[config.mk]
export PLATFORM = sky130hd
export DESIGN_NAME = iter_shifter
export DESIGN_NICKNAME = d
export VERILOG_FILES = /design/src/rtl/iter_shifter.sv
export SDC_FILE = /design/constraint.sdc
export NUM_CORES = 1
export LEC_CHECK = 0
export CORE_MARGIN = 2
export CORE_UTILIZATION = 52
export CTS_CLUSTER_DIAMETER = 100
export CTS_CLUSTER_SIZE = 14
export DETAILED_ROUTE_END_ITERATION = 8
export PLACE_DENSITY = 0.88
export SLEW_MARGIN = 20
export SYNTH_ARGS = -nofsm -noshare
export SYNTH_HDL_FRONTEND = slang
export SYNTH_SLANG_ARGS = --single-unit
[constraint.sdc]
create_clock -name clk -period 2.5 [get_ports clk]
set_input_delay 0.5 -clock clk [delete_from_list [all_inputs] [get_ports clk]]
set_output_delay 0.5 -clock clk [all_outputs]
set_load 0.01 [all_outputs]
[src/rtl/iter_shifter.sv]
// Purpose: multi-cycle shifter (SLL/SRL/SRA/ROR) that moves up to STEP bits per clock.
// Latency: done pulses ceil(eff/STEP)+1 cycles after the start-sampled cycle; out is registered.
// Backpressure: start is only sampled in IDLE; busy stays high through SHIFT and DONE.
module iter_shifter #(
    parameter int WIDTH = 16,
    parameter int STEP  = 1
) (
    input  logic             clk,
    input  logic             rst_n,
    input  logic             start,
    input  logic [1:0]       shiftControl,
    input  logic [WIDTH-1:0] shamt,
    input  logic [WIDTH-1:0] data,
    output logic             busy,
    output logic             done,
    output logic [WIDTH-1:0] out
);

    // cnt must hold values 0..WIDTH; n must hold values 0..STEP
    localparam int CW = $clog2(WIDTH + 1);
    localparam int NW = $clog2(STEP + 1);
    localparam logic [WIDTH-1:0] WIDTH_V = WIDTH'(WIDTH);
    localparam logic [CW-1:0]    WIDTH_C = CW'(WIDTH);
    localparam logic [CW-1:0]    STEP_C  = CW'(STEP);

    localparam logic [1:0] MODE_SLL = 2'd0;
    localparam logic [1:0] MODE_SRL = 2'd1;
    localparam logic [1:0] MODE_SRA = 2'd2;
    localparam logic [1:0] MODE_ROR = 2'd3;

    typedef enum logic [1:0] {
        ST_IDLE  = 2'd0,
        ST_SHIFT = 2'd1,
        ST_DONE  = 2'd2
    } state_t;

    state_t           state;
    logic [WIDTH-1:0] acc;
    logic [CW-1:0]    cnt;
    logic [1:0]       mode;

    logic [CW-1:0]    eff;
    logic [NW-1:0]    n;
    logic [CW-1:0]    rot_back;
    logic [WIDTH-1:0] shifted;

    // Effective count: linear shifts saturate at WIDTH, rotates wrap modulo WIDTH
    always_comb begin
        eff = '0;
        if (shiftControl == MODE_ROR) begin
            eff = CW'(shamt % WIDTH_V);
        end else if (shamt >= WIDTH_V) begin
            eff = WIDTH_C;
        end else begin
            eff = CW'(shamt);
        end
    end

    // Per-clock step size and the shifted accumulator for the latched mode
    always_comb begin
        n        = '0;
        rot_back = '0;
        shifted  = acc;
        if (cnt > STEP_C) begin
            n = NW'(STEP);
        end else begin
            n = NW'(cnt);
        end
        rot_back = WIDTH_C - CW'(n);
        case (mode)
            MODE_SLL: shifted = acc << n;
            MODE_SRL: shifted = acc >> n;
            MODE_SRA: shifted = WIDTH'($signed(acc) >>> n);
            default:  shifted = (acc >> n) | (acc << rot_back);
        endcase
    end

    // Control FSM with registered busy/done/out; reset discards any in-flight op
    always_ff @(posedge clk) begin
        if (!rst_n) begin
            state <= ST_IDLE;
            busy  <= 1'b0;
            done  <= 1'b0;
            out   <= '0;
            acc   <= '0;
            cnt   <= '0;
            mode  <= MODE_SLL;
        end else begin
            case (state)
                ST_IDLE: begin
                    done <= 1'b0;
                    if (start) begin
                        acc  <= data;
                        mode <= shiftControl;
                        cnt  <= eff;
                        busy <= 1'b1;
                        if (eff == '0) begin
                            // nothing to shift: result is the operand itself
                            out   <= data;
                            done  <= 1'b1;
                            state <= ST_DONE;
                        end else begin
                            state <= ST_SHIFT;
                        end
                    end
                end
                ST_SHIFT: begin
                    acc <= shifted;
                    cnt <= cnt - CW'(n);
                    if (cnt <= STEP_C) begin
                        out   <= shifted;
                        done  <= 1'b1;
                        state <= ST_DONE;
                    end
                end
                ST_DONE: begin
                    done  <= 1'b0;
                    busy  <= 1'b0;
                    state <= ST_IDLE;
                end
                default: begin
                    done  <= 1'b0;
                    busy  <= 1'b0;
                    state <= ST_IDLE;
                end
            endcase
        end
    end

endmodule
==> impl_metrics.py, run 1 <==
metrics = {
    "sta": {
        "rsz0062_at_grt": "false",
        "tightest_slew_ns": 0.6822,
        "setup_tns_ns": 0,
        "worst_slew_margin_rel": 0.5445,
        "finalHoldViolCount": 0,
        "finalCritPeriodShare": 0.7518,
        "maxSlewViolCount": 0,
        "setup_viol_count_final": 0,
        "fmax_mhz": 532.1,
        "skew_ns": 0.002600,
        "fin_crit_ns": 1.879,
        "hold_slack_ns": 0.4801,
    },
    "drt": {
        "drt-total-wl_um": 7554,
        "routedWlPerCell_um": 17.17,
        "drc_errors": 0,
        "first_pass_iters": 5,
        "first_iter_violations": 347,
        "vias": 2807,
        "via_per_inst": 6.380,
        "antenna_left": 0,
    },
    "synth": {
        "ys_seq_elements": 43,
        "synth_area_leaders": "dfxtp_1 (32%), a21oi_1 (12%), o211ai_2 (6.4%), o21ai_0 (6.3%), o221ai_1 (5.5%)",
        "ys_async_sr_fraction": 0,
        "synth_cells": 331,
        "syn_avg_cell_area_um2": 8.210,
        "synth_edf_count": 0,
        "synth_top_area_share": 0.3168,
        "yosysSeqAreaShare": 0.3168,
        "syn_area_mm2": 0.002718,
        "syn_nets": 369,
        "synth_ff_type": "dfxtp_1",
        "ys_types": 43,
        "ys_warn_count": 0,
        "yosys.area.top_type": "dfxtp_1",
    },
    "layout": {
        "final_nets": 407,
        "final_common_cell": "a21oi_1",
        "syn_to_final_growth_pct": 26.24,
        "final_cell_mix": "a21oi_1 (65), clkdlybuf4s50_1 (54), dfxtp_1 (43)",
        "post-route-util": 0.6760,
        "antennaDiodeCount": 0,
        "drive_gt1_frac": 0.1946,
    },
    "setup_path": {
        "start_kind": "primary input",
        "r2r_end": "out[10]",
        "path_class": "in -> reg",
        "ff2ff_path_depth": 5,
        "endpoint_kind": "flip-flop",
        "crit_family": "buffers and inverters",
        "crit_required_ns": 2.74,
        "path_max_fanout": 11,
        "rrSetupSlack_ns": 0.70,
        "cp_num_buf_inv": 2,
        "slowest_delay_ns": 0.79,
        "crit_chain": "clkdlybuf4s50_1 -> clkinv_1 -> a31oi_1 -> o21ai_0 -> a21oi_1",
        "crit_arrival_ns": 2.12,
        "reg2reg_from": "cnt[1]",
        "crit_start": "rst_n",
        "critPathSlowestCell": "clkdlybuf4s50_1",
    },
    "power": {
        "comb_power_share": 0.379,
        "p_seq_frac": 0.349,
        "p_total_w": 0.002412,
        "cellLeakagePower_nw": 1.169,
        "irDropWorstVdd_mv": 0.3494,
        "internal_power_w": 0.001561,
        "powerDensity_mw_per_mm2": 703.1,
        "power.switching_w": 0.0008516,
        "p_sw_frac": 0.3530,
        "clockPowerShare": 0.272,
    },
    "min_path": {
        "hold_path.class": "reg -> reg",
        "holdPathEnd": "busy",
        "hold_depth": 1,
        "min_from": "busy",
    },
    "clock_network": {
        "clockBufferDepth": 2,
        "cts_resized": 0,
        "cts.sinks": 43,
        "clk_latency_ns": 0.30,
        "clk_pin_slew_worst_paths_ns": 0.09,
        "htree_levels": 2,
        "ctsHoldBuffers": 0,
        "tritoncts": "yes",
        "post_cts_buffers": 0,
        "numCtsBuffers": 5,
        "cts.root.buffer_cell": "clkbuf_8",
    },
    "run": {
        "maxCapViolations": 0,
    },
    "place": {
        "numPortBuffers": 54,
        "hpwl_um": 5039,
        "gp_congestion": 0.8838,
    },
    "global_route": {
        "grt_pass1_vias": 2547,
        "grt_max_degree": 37,
        "grt_antenna_before_repair": 0,
        "grt_pass1_wl_um": 12350,
        "grt_usage": 0.2557,
        "grt-ovfl-total": 0,
    },
    "floorplan": {
        "core_mm2": 0.005075,
        "die-area_mm2": 0.005820,
        "die_x_um": 76.29,
        "io_pins": 55,
        "die_y_um": 76.29,
        "row_count": 26,
        "initial_core_util": 0.5355,
    },
    "outcome": {
        "status": "completed",
    },
}
[state kept, by name, indices dropped and copies added, names as in the netlist]
signal / flops
acc: 16
cnt: 5
busy: 1
done: 1
out: 16
mode: 2
state: 2
[final cells by class]
class / count / area [um2]
sequential: 43 / 860.8
multi-input combinational: 246 / 1649
clock inverter: 3 / 67.56
timing repair buffer: 70 / 685.7
inverter: 3 / 11.26
fill: 427 / 1644
tap: 70 / 87.58
clock buffer: 5 / 68.82
[worst max path at each step]
stage | cells past startpoint | endpoint
floorplan | 9 | cnt[4]
global placement | 5 | cnt[1]
detailed placement | 6 | out[0]
CTS | 6 | out[0]
global route | 5 | acc[10]
finish | 5 | cnt[2]
[power groups by stage]
stage,sequential [W],clock (W),combinational (W)
2_1_floorplan,0.000838,0,0.000685
3_3_place_gp,0.000852,0,0.000866
3_5_place_dp,0.000854,0,0.000894
4_1_cts,0.000839,0.000658,0.000902
5_1_grt,0.000852,0.000687,0.000996
6_report,0.000841,0.000657,0.000914
[synthesized netlist by cell type (2+ instances only)]
cell / count
dfxtp_1: 43
nand2b_1: 3
o21a_1: 3
mux2i_1: 3
buf_4: 3
o221ai_1: 17
o21ai_0: 34
o211ai_2: 14
nor3_1: 4
nand2_1: 5
a31oi_1: 3
nor2_1: 20
a31o_2: 2
buf_6: 4
a22oi_2: 11
a32o_1: 2
buf_2: 9
inv_1: 2
o21ai_1: 16
nor3b_1: 2
a21oi_1: 65
clkbuf_1: 22
a22oi_1: 4
nor2b_1: 4
nor4_1: 4
or3b_2: 14
nand3_1: 2
[per-layer routing]
| metal | track usage | vias up | share of wire |
|---|---|---|---|
| met1 | 0.3579 | 1308 | 0.43 |
| met5 | 0 | - | 0 |
| met2 | 0.4088 | 143 | 0.48 |
| li1 | - | 1344 | - |
| met4 | 0.06182 | 0 | 0.011 |
| met3 | 0.04739 | 12 | 0.088 |
[logic make-up (layout without fill, tap and decap cells)]
family,after synthesis,in the layout,share of synthesized area
buffers and inverters,42,81,0.07734
adder cells (fa/ha/maj),1,1,0.004603
AO/OA/AOI/OAI,178,178,0.4443
multiplexers,4,4,0.01519
flip-flops,43,43,0.3168
AND/OR/NAND/NOR,63,63,0.1418
[stage by stage]
| stage | cells | cell area (um2) | setup WS (ns) |
|---|---|---|---|
| 6_report | 440 | 3431 | 0.6206 |
| 5_1_grt | 440 | 3431 | 0.4850 |
| 4_1_cts | 440 | 3431 | 0.6491 |
| 3_5_place_dp | 432 | 3294 | 0.3278 |
| 3_3_place_gp | 432 | 3294 | 0.3845 |
| 2_1_floorplan | 331 | 2718 | 0.6603 |
Note: power is estimated with default switching activity, not from simulation.
==> run 2, diff against run 1 <==
Settings changed: CORE_UTILIZATION 52 to 47, PLACE_DENSITY 0.88 to 0.84.
Clock period 2.5 ns to 1.7 ns, I/O delays scaled along.
==> impl_metrics.py, run 2 (same netlist as run 1, synthesis figures left out) <==
metrics = {
    "outcome": {
        "status": "completed",
    },
    "global_route": {
        "met1_usage": 0.3447,
        "top_usage_layer": "met2",
        "grt_pass1_vias": 2595,
        "grt_pass1_wl_um": 12280,
        "grtUsageMet2": 0.3725,
        "grt_usage": 0.2412,
        "grt_max_degree": 34,
        "grt_util_met3": 0.03507,
        "grt_antenna_before_repair": 0,
        "grt-ovfl-total": 0,
    },
    "drt": {
        "vias": 2945,
        "antenna_left": 0,
        "first_iter_violations": 325,
        "first_pass_iters": 5,
        "drc_errors": 0,
        "drt-total-wl_um": 7923,
        "routedWlPerCell_um": 17.15,
        "via_per_inst": 6.374,
    },
    "layout": {
        "stdcell_area_mm2": 0.003676,
        "final_nets": 427,
        "final_cell_mix": "a21oi_1 (65), clkdlybuf4s50_1 (54), dfxtp_1 (40)",
        "n_fill_cell": 460,
        "largestRegisters": "acc: 16 flops, out: 16 flops, cnt: 5 flops",
        "fin_cells": 462,
        "drive_gt1_frac": 0.2641,
        "post-route-util": 0.6635,
        "antennaDiodeCount": 0,
        "syn_to_final_growth_pct": 35.27,
        "final_common_cell": "a21oi_1",
    },
    "setup_path": {
        "crit_chain": "nor4_4 -> buf_4 -> a22o_1 -> buf_12 -> o221ai_1 -> a21oi_1",
        "endpoint_kind": "flip-flop",
        "slowest_delay_ns": 0.40,
        "path_max_fanout": 15,
        "crit_arrival_ns": 1.89,
        "crit_required_ns": 1.93,
        "critPathSlowestCell": "nor4_4",
        "path_class": "reg -> reg",
        "start_kind": "flip-flop",
        "rrSetupSlack_ns": 0.04,
    },
    "sta": {
        "finalCritPeriodShare": 0.9772,
        "skew_ns": 0.01102,
        "maxSlewViolCount": 0,
        "hold_slack_ns": 0.4702,
        "setup_viol_count_final": 0,
        "finalHoldViolCount": 0,
        "worst_slew_margin_rel": 0.7485,
        "fmax_mhz": 602.0,
        "fin_crit_ns": 1.661,
        "tightest_slew_ns": 0.3745,
        "rsz0062_at_grt": "true",
    },
    "clock_network": {
        "clk_latency_ns": 0.30,
        "tritoncts": "yes",
        "cts.root.buffer_cell": "clkbuf_8",
        "cts.sinks": 43,
        "clockBufferDepth": 2,
        "clk_pin_slew_worst_paths_ns": 0.09,
        "htree_levels": 2,
        "numCtsBuffers": 5,
        "ctsHoldBuffers": 0,
    },
    "floorplan": {
        "core_mm2": 0.005540,
        "io_pins": 55,
        "initial_core_util": 0.4905,
        "row_count": 27,
        "die-area_mm2": 0.006406,
        "die_y_um": 80.04,
        "die_x_um": 80.04,
    },
    "place": {
        "placed_cells": 451,
        "placed_cell_area_mm2": 0.003503,
        "gp_congestion": 0.8795,
        "hpwl_um": 5188,
        "numPortBuffers": 54,
    },
    "power": {
        "powerDensity_mw_per_mm2": 943.8,
        "irDropWorstVdd_mv": 0.4161,
        "cellLeakagePower_nw": 1.275,
        "p_total_w": 0.003469,
    },
    "run": {
        "maxCapViolations": 0,
    },
    "min_path": {
        "hold_path.class": "reg -> reg",
    },
}
run 2: what timing repair did:
action | CTS | global route
resized for setup | 0 | 16
buffers inserted | 0 | 2
endpoints found under the setup margin | 0 | 24
run 2: path summary, 6_finish.rpt:
check,from,cells past startpoint,end
worst max-delay path,cnt[2],6,out[7]
worst min register to register,busy,1,busy
worst max register to register,cnt[2],6,out[7]
worst min-delay path,busy,1,busy
run 2: metrics by stage:
stage           TNS, ns  setup slack, ns
3_3_place_gp     -3.440          -0.1991
3_5_place_dp     -5.629          -0.2886
2_1_floorplan  -0.01793         -0.01793
4_1_cts               0          0.02492
6_report              0          0.03880
5_1_grt         -0.3732         -0.05958
run 2: layer usage:
layer	routed length, um	part of all wire	vias up
met4	138	0.017	0
met2	3623	0.46	157
met3	569	0.072	14
met1	3592	0.45	1393
met5	0	0	-
li1	-	-	1381
run 2: cell type report:
type	instances	area, um2	share of cell area
multi-input cells	246	1710	0.4653
repair buffers	90	912.1	0.2481
flip-flops and latches	43	867.1	0.2359
well taps	72	90.09	0.02451
clock buffers	6	72.57	0.01974
clock inverters	2	12.51	0.003404
inverters	3	11.26	0.003063
run 2: report_power, final:
part | leakage [nW] | internal (W) | switching, W
clock network | 0.0412 | 0.000288 | 0.000370
registers | 0.354 | 0.00112 | 0.000120
logic | 0.880 | 0.000748 | 0.000823
run 2: worst max-delay path: cells and delay by family (launching register included):
| kind | cells | cell delay, ns |
|---|---|---|
| compound gates | 3 | 0.45 |
| simple gates | 1 | 0.40 |
| flops | 1 | 0.38 |
| buf+inv | 2 | 0.36 |
==> run 3, diff against run 2 <==
Settings changed: SKIP_CTS_REPAIR_TIMING set to 1.
==> results of run 3 <==
Final layout, timing and power as in run 2 (identical DEF).
==> edit 1, RTL diff (flow settings as in run 1) <==
Reset style: asynchronous (`rst_n`), changed in one clocked block.
--- a/src/rtl/iter_shifter.sv
+++ b/src/rtl/iter_shifter.sv
@@ -76,7 +76,7 @@
     end
 
     // Control FSM with registered busy/done/out; reset discards any in-flight op
-    always_ff @(posedge clk) begin
+    always_ff @(posedge clk or negedge rst_n) begin
         if (!rst_n) begin
             state <= ST_IDLE;
             busy  <= 1'b0;
Check against the original RTL: differs if rst_n is asserted again (counterexample within 4 cycles, from zero or initial values and one cycle with rst_n low); with rst_n held inactive, the same outputs for 10 cycles.
==> edit 1 against run 1 <==
Via count decreased by 21%; cell area is 4.0% lower; critical path type unchanged; area after synthesis is 5.2% lower; wire length fell by 18%; count of clock-buffer cells in the layout is 1 higher; clock skew is 2.7 ps higher; setup slack got worse by 240 ps; global-route usage shrank 1.8 points; critical path depth up 1; sequential cell count unchanged; largest cell class unchanged.
Power is not compared: it rests on default switching activity, and its combinational part moved more than twofold at a synthesized area within 25%.
==> edit 1: results (changes against run 1) <==
- Input/output buffers: 54 (unchanged)
- Post-Synthesis Cells: 266 (-20%)
- FILL cells: 391 (-8.4%)
- Register area share after synthesis: 41.8% (+10 points)
- Min Clock Period, post-route: 2120 ps (+237 ps)
- Worst setup path start: shamt[8]
- Post_cts resized: 0 (unchanged)
- Post-synth cell types: 45 (+4.7%)
- Gr usage total: 23.7% (-1.8 points)
- Syn_nets: 304 (-18%)
- DR pass1 iterations: 4 (-1)
- Post-Route Skew: 5.28 ps (+2.68 ps)
- Gp weighted congestion: 0.829 (-6.2%)
- First-pass GRT wire length: 10100 um (-19%)
- Number of global-route vias before repair: 2106 (-17%)
- Reg2reg setup slack: 400 ps (-300 ps)
- CP max-delay cell: nor4_1
- Dpl cell area: 0.00321 mm2 (-2.7%)
- Dpl hpwl: 4440 um (-12%)
- Status: complete, no violations
- Reg-to-reg critical path endpoint: out[0]$_DFFE_PN0P_
- Delay-heaviest family, CP: simple AND/OR/NAND/NOR gates
- Vias per cell: 5.69 (-11%)
- CP max stage delay: 490 ps (-300 ps)
- WL final: 6160 um (-18%)
- Initial DRC count: 167 (-52%)
- Crit Path Max Fanout: 8 (-3)
- Predominant post-synthesis flop cell: dfrtp_1
- Main area contributors after synthesis: dfrtp_1 42%, mux2_2 7.9%, mux2i_1 5.4%
- Hold Worst Slack: 8.42 ps (-472 ps)
- Vias: 2208 (-21%)
- CP arrival: 2340 ps (+220 ps)
- Largest net degree at the start of global routing: 33 (-11%)
- DP Worst Slack: 49.7 ps (-278 ps)
- Synth async-reset ratio: 100% (+100 points)
- Layout Nets: 359 (-12%)
- Worst Setup EP: out[6]$_DFFE_PN0P_
edit 1: layout make-up:
class / count / area share (%)
Tap cell: 67 / 2.54
Inverter: 31 / 3.53
Timing Repair Buffer: 69 / 19.7
Clock inverter: 1 / 0.152
Clock buffer: 6 / 2.51
Multi-Input combinational cell: 171 / 38.9
Sequential cell: 43 / 32.7
edit 1: logic make-up after synthesis:
| kind of cell | count (synthesis) | share of synthesized area [%] |
|---|---|---|
| AO/OA/AOI/OAI | 76 | 22.7 |
| multiplexers | 32 | 13.3 |
| buffers and inverters | 52 | 8.79 |
| AND/OR/NAND/NOR | 62 | 12.9 |
| flip-flops | 43 | 41.8 |
| adder cells (fa/ha/maj) | 1 | 0.486 |
edit 1: routing by layer:
metal	wire (um)	part of all wire (%)	GRT usage, %	up-vias
met5	0	0	0	-
li1	-	-	-	1063
met4	99	1.6	8.53	0
met1	2620	43	31.3	1068
met3	378	6.1	5.69	11
met2	3060	50	38.2	66
==> edit 2, RTL diff (config.mk and constraints of run 1) <==
Without the edit above. Set the parameter `WIDTH` to 8 (it was 16).
--- a/src/rtl/iter_shifter.sv
+++ b/src/rtl/iter_shifter.sv
@@ -2,7 +2,7 @@
 // Latency: done pulses ceil(eff/STEP)+1 cycles after the start-sampled cycle; out is registered.
 // Backpressure: start is only sampled in IDLE; busy stays high through SHIFT and DONE.
 module iter_shifter #(
-    parameter int WIDTH = 16,
+    parameter int WIDTH = 8,
     parameter int STEP  = 1
 ) (
     input  logic             clk,
Ports: changed (resized data, out and shamt); port bits go from 55 to 31. No check against the original RTL was run, so the function may have changed too.
==> edit 2 against run 1 <==
Area after synthesis is 49% lower; total power fell by 57%; wire length decreased by 55%; clock power is 67% lower; sequential share of layout area increased by 4.6 points; cell area down 49%; setup slack about the same; sequential power decreased by 41%; highest routed layer unchanged; sequential cell count shrank 17.
==> edit 2: results (changes against run 1) <==
- Worst skew pair latency: 320 ps (+20 ps)
- Met3 global-route usage: 3.95% (-0.79 points)
- Logic pwr share: 31.4% (-6.5 points)
- FILL cells: 192 (-55%)
- R2R cell count: 4 (-1)
- CP max-delay cell: or4_1
- CP max stage delay: 530 ps (-260 ps)
- Delay-heaviest family, CP: simple AND/OR/NAND/NOR gates
- Share of layout cells above drive strength 1: 14.3% (-5.2 points)
- Worst Setup EP: out[0]$_SDFFE_PN0P_
- Dpl cell area: 0.00172 mm2 (-48%)
- Reg2reg start: cnt[2]$_SDFFE_PN0P_
- Synth warn: 0 (unchanged)
- Vias per cell: 5.93 (-7.1%)
- Clock transition at the registers of the reported paths: 140 ps (+50 ps)
- Placed cell count: 215 (-50%)
- Initial DRC count: 60 (-83%)
- Root buf cell: clkbuf_4
- ClkCell Share: 2.07% (-1.9 points)
- Switching share of power: 32.0% (-3.3 points)
- Leak Pwr: 0.652 nW (-44%)
- Area Growth Syn to Fin: 26.5%
- Dpl hpwl: 2540 um (-50%)
- DP Worst Slack: 271 ps (-56.5 ps)
- Gp weighted congestion: 0.881 (-0.28%)
- Non-clock buffer share: 20.1% (+0.13 points)
- Reg power frac: 47.7% (+13 points)
- H-Tree Depth: 1 (-1)
- M2 GR Usage: 37.8% (-3.1 points)
- Syn_nets: 181 (-51%)
- Multi-In Gates: 118 (-52%)
- Met3 routed WL: 195 um (-70%)
- CP arrival: 2140 ps (+20 ps)
- Inserted Clock Buffers: 3 (-2)
- Main area contributors after synthesis: dfxtp_1 38%, a21oi_1 6.1%, mux2i_1 5.8%
- First-pass GRT wire length: 5710 um (-54%)
- Die X: 55.6 um (-27%)
- Seq area share: 29.7% (+4.6 points)
- Largest net degree at the start of global routing: 16 (-57%)
- DRT met1 WL: 1540 um (-52%)
- P per Cell Area: 595 mW/mm2 (-15%)
- DR pass1 iterations: 4 (-1)
- Inverter count: 4 (+1)
- Status: complete, no violations
- Cell Count, Final, Fillers Out: 219 (-50%)
- Register area share after synthesis: 37.5% (+5.9 points)
- GRT met1 Usage: 28.9% (-6.9 points)
- Metal2 WL: 1640 um (-55%)
- Post-synth cell types: 44 (+2.3%)
- Worst slew margin: 62.7% (+8.3 points)
- Worst setup path start: shamt[7]
- Post-synth top cells: 26 x dfxtp_1, 20 x nand2_1, 17 x a21oi_1, 11 x o21ai_0
- Routed wire length per instance: 15.6 um (-8.9%)
- Hold Worst Slack: 499 ps (+18.7 ps)
- Clkbuf count: 4 (-1)
- Final setup fails: 0 (unchanged)
- # DRC: 0 (unchanged)
- Post-Route Skew: 0.986 ps (-1.61 ps)
- Crit Path Max Fanout: 9 (-2)
- Tcrit/Tclk final: 75.2% (about the same)
edit 2: changes by cell type in the layout (fill, tap and decap cells not counted), moves of 11 or more:
cell and change:
a22oi_2 -11, a21oi_1 -48, o211ai_2 -14, nand2_1 +15, o21ai_1 -16, o221ai_1 -16
clkdlybuf4s50_1 -24, nor2_1 -11, dfxtp_1 -17, or3b_2 -13, o21ai_0 -23
edit 2: cell families after synthesis:
| family | Yosys count | synth area share [%] |
|---|---|---|
| adder cells (fa/ha/maj) | 1 | 0.902 |
| flip-flops | 26 | 37.5 |
| XOR/XNOR | 1 | 0.632 |
| AND/OR/NAND/NOR | 48 | 17.9 |
| buffers and inverters | 15 | 5.32 |
| AO/OA/AOI/OAI | 59 | 31.1 |
| multiplexers | 9 | 6.59 |
edit 2: worst reg2reg max path, stage by stage (launching register included):
cell,delay [ps]
dfxtp_1,380
nor3_1,420
and2_1,370
a21o_1,350
mux2i_1,230
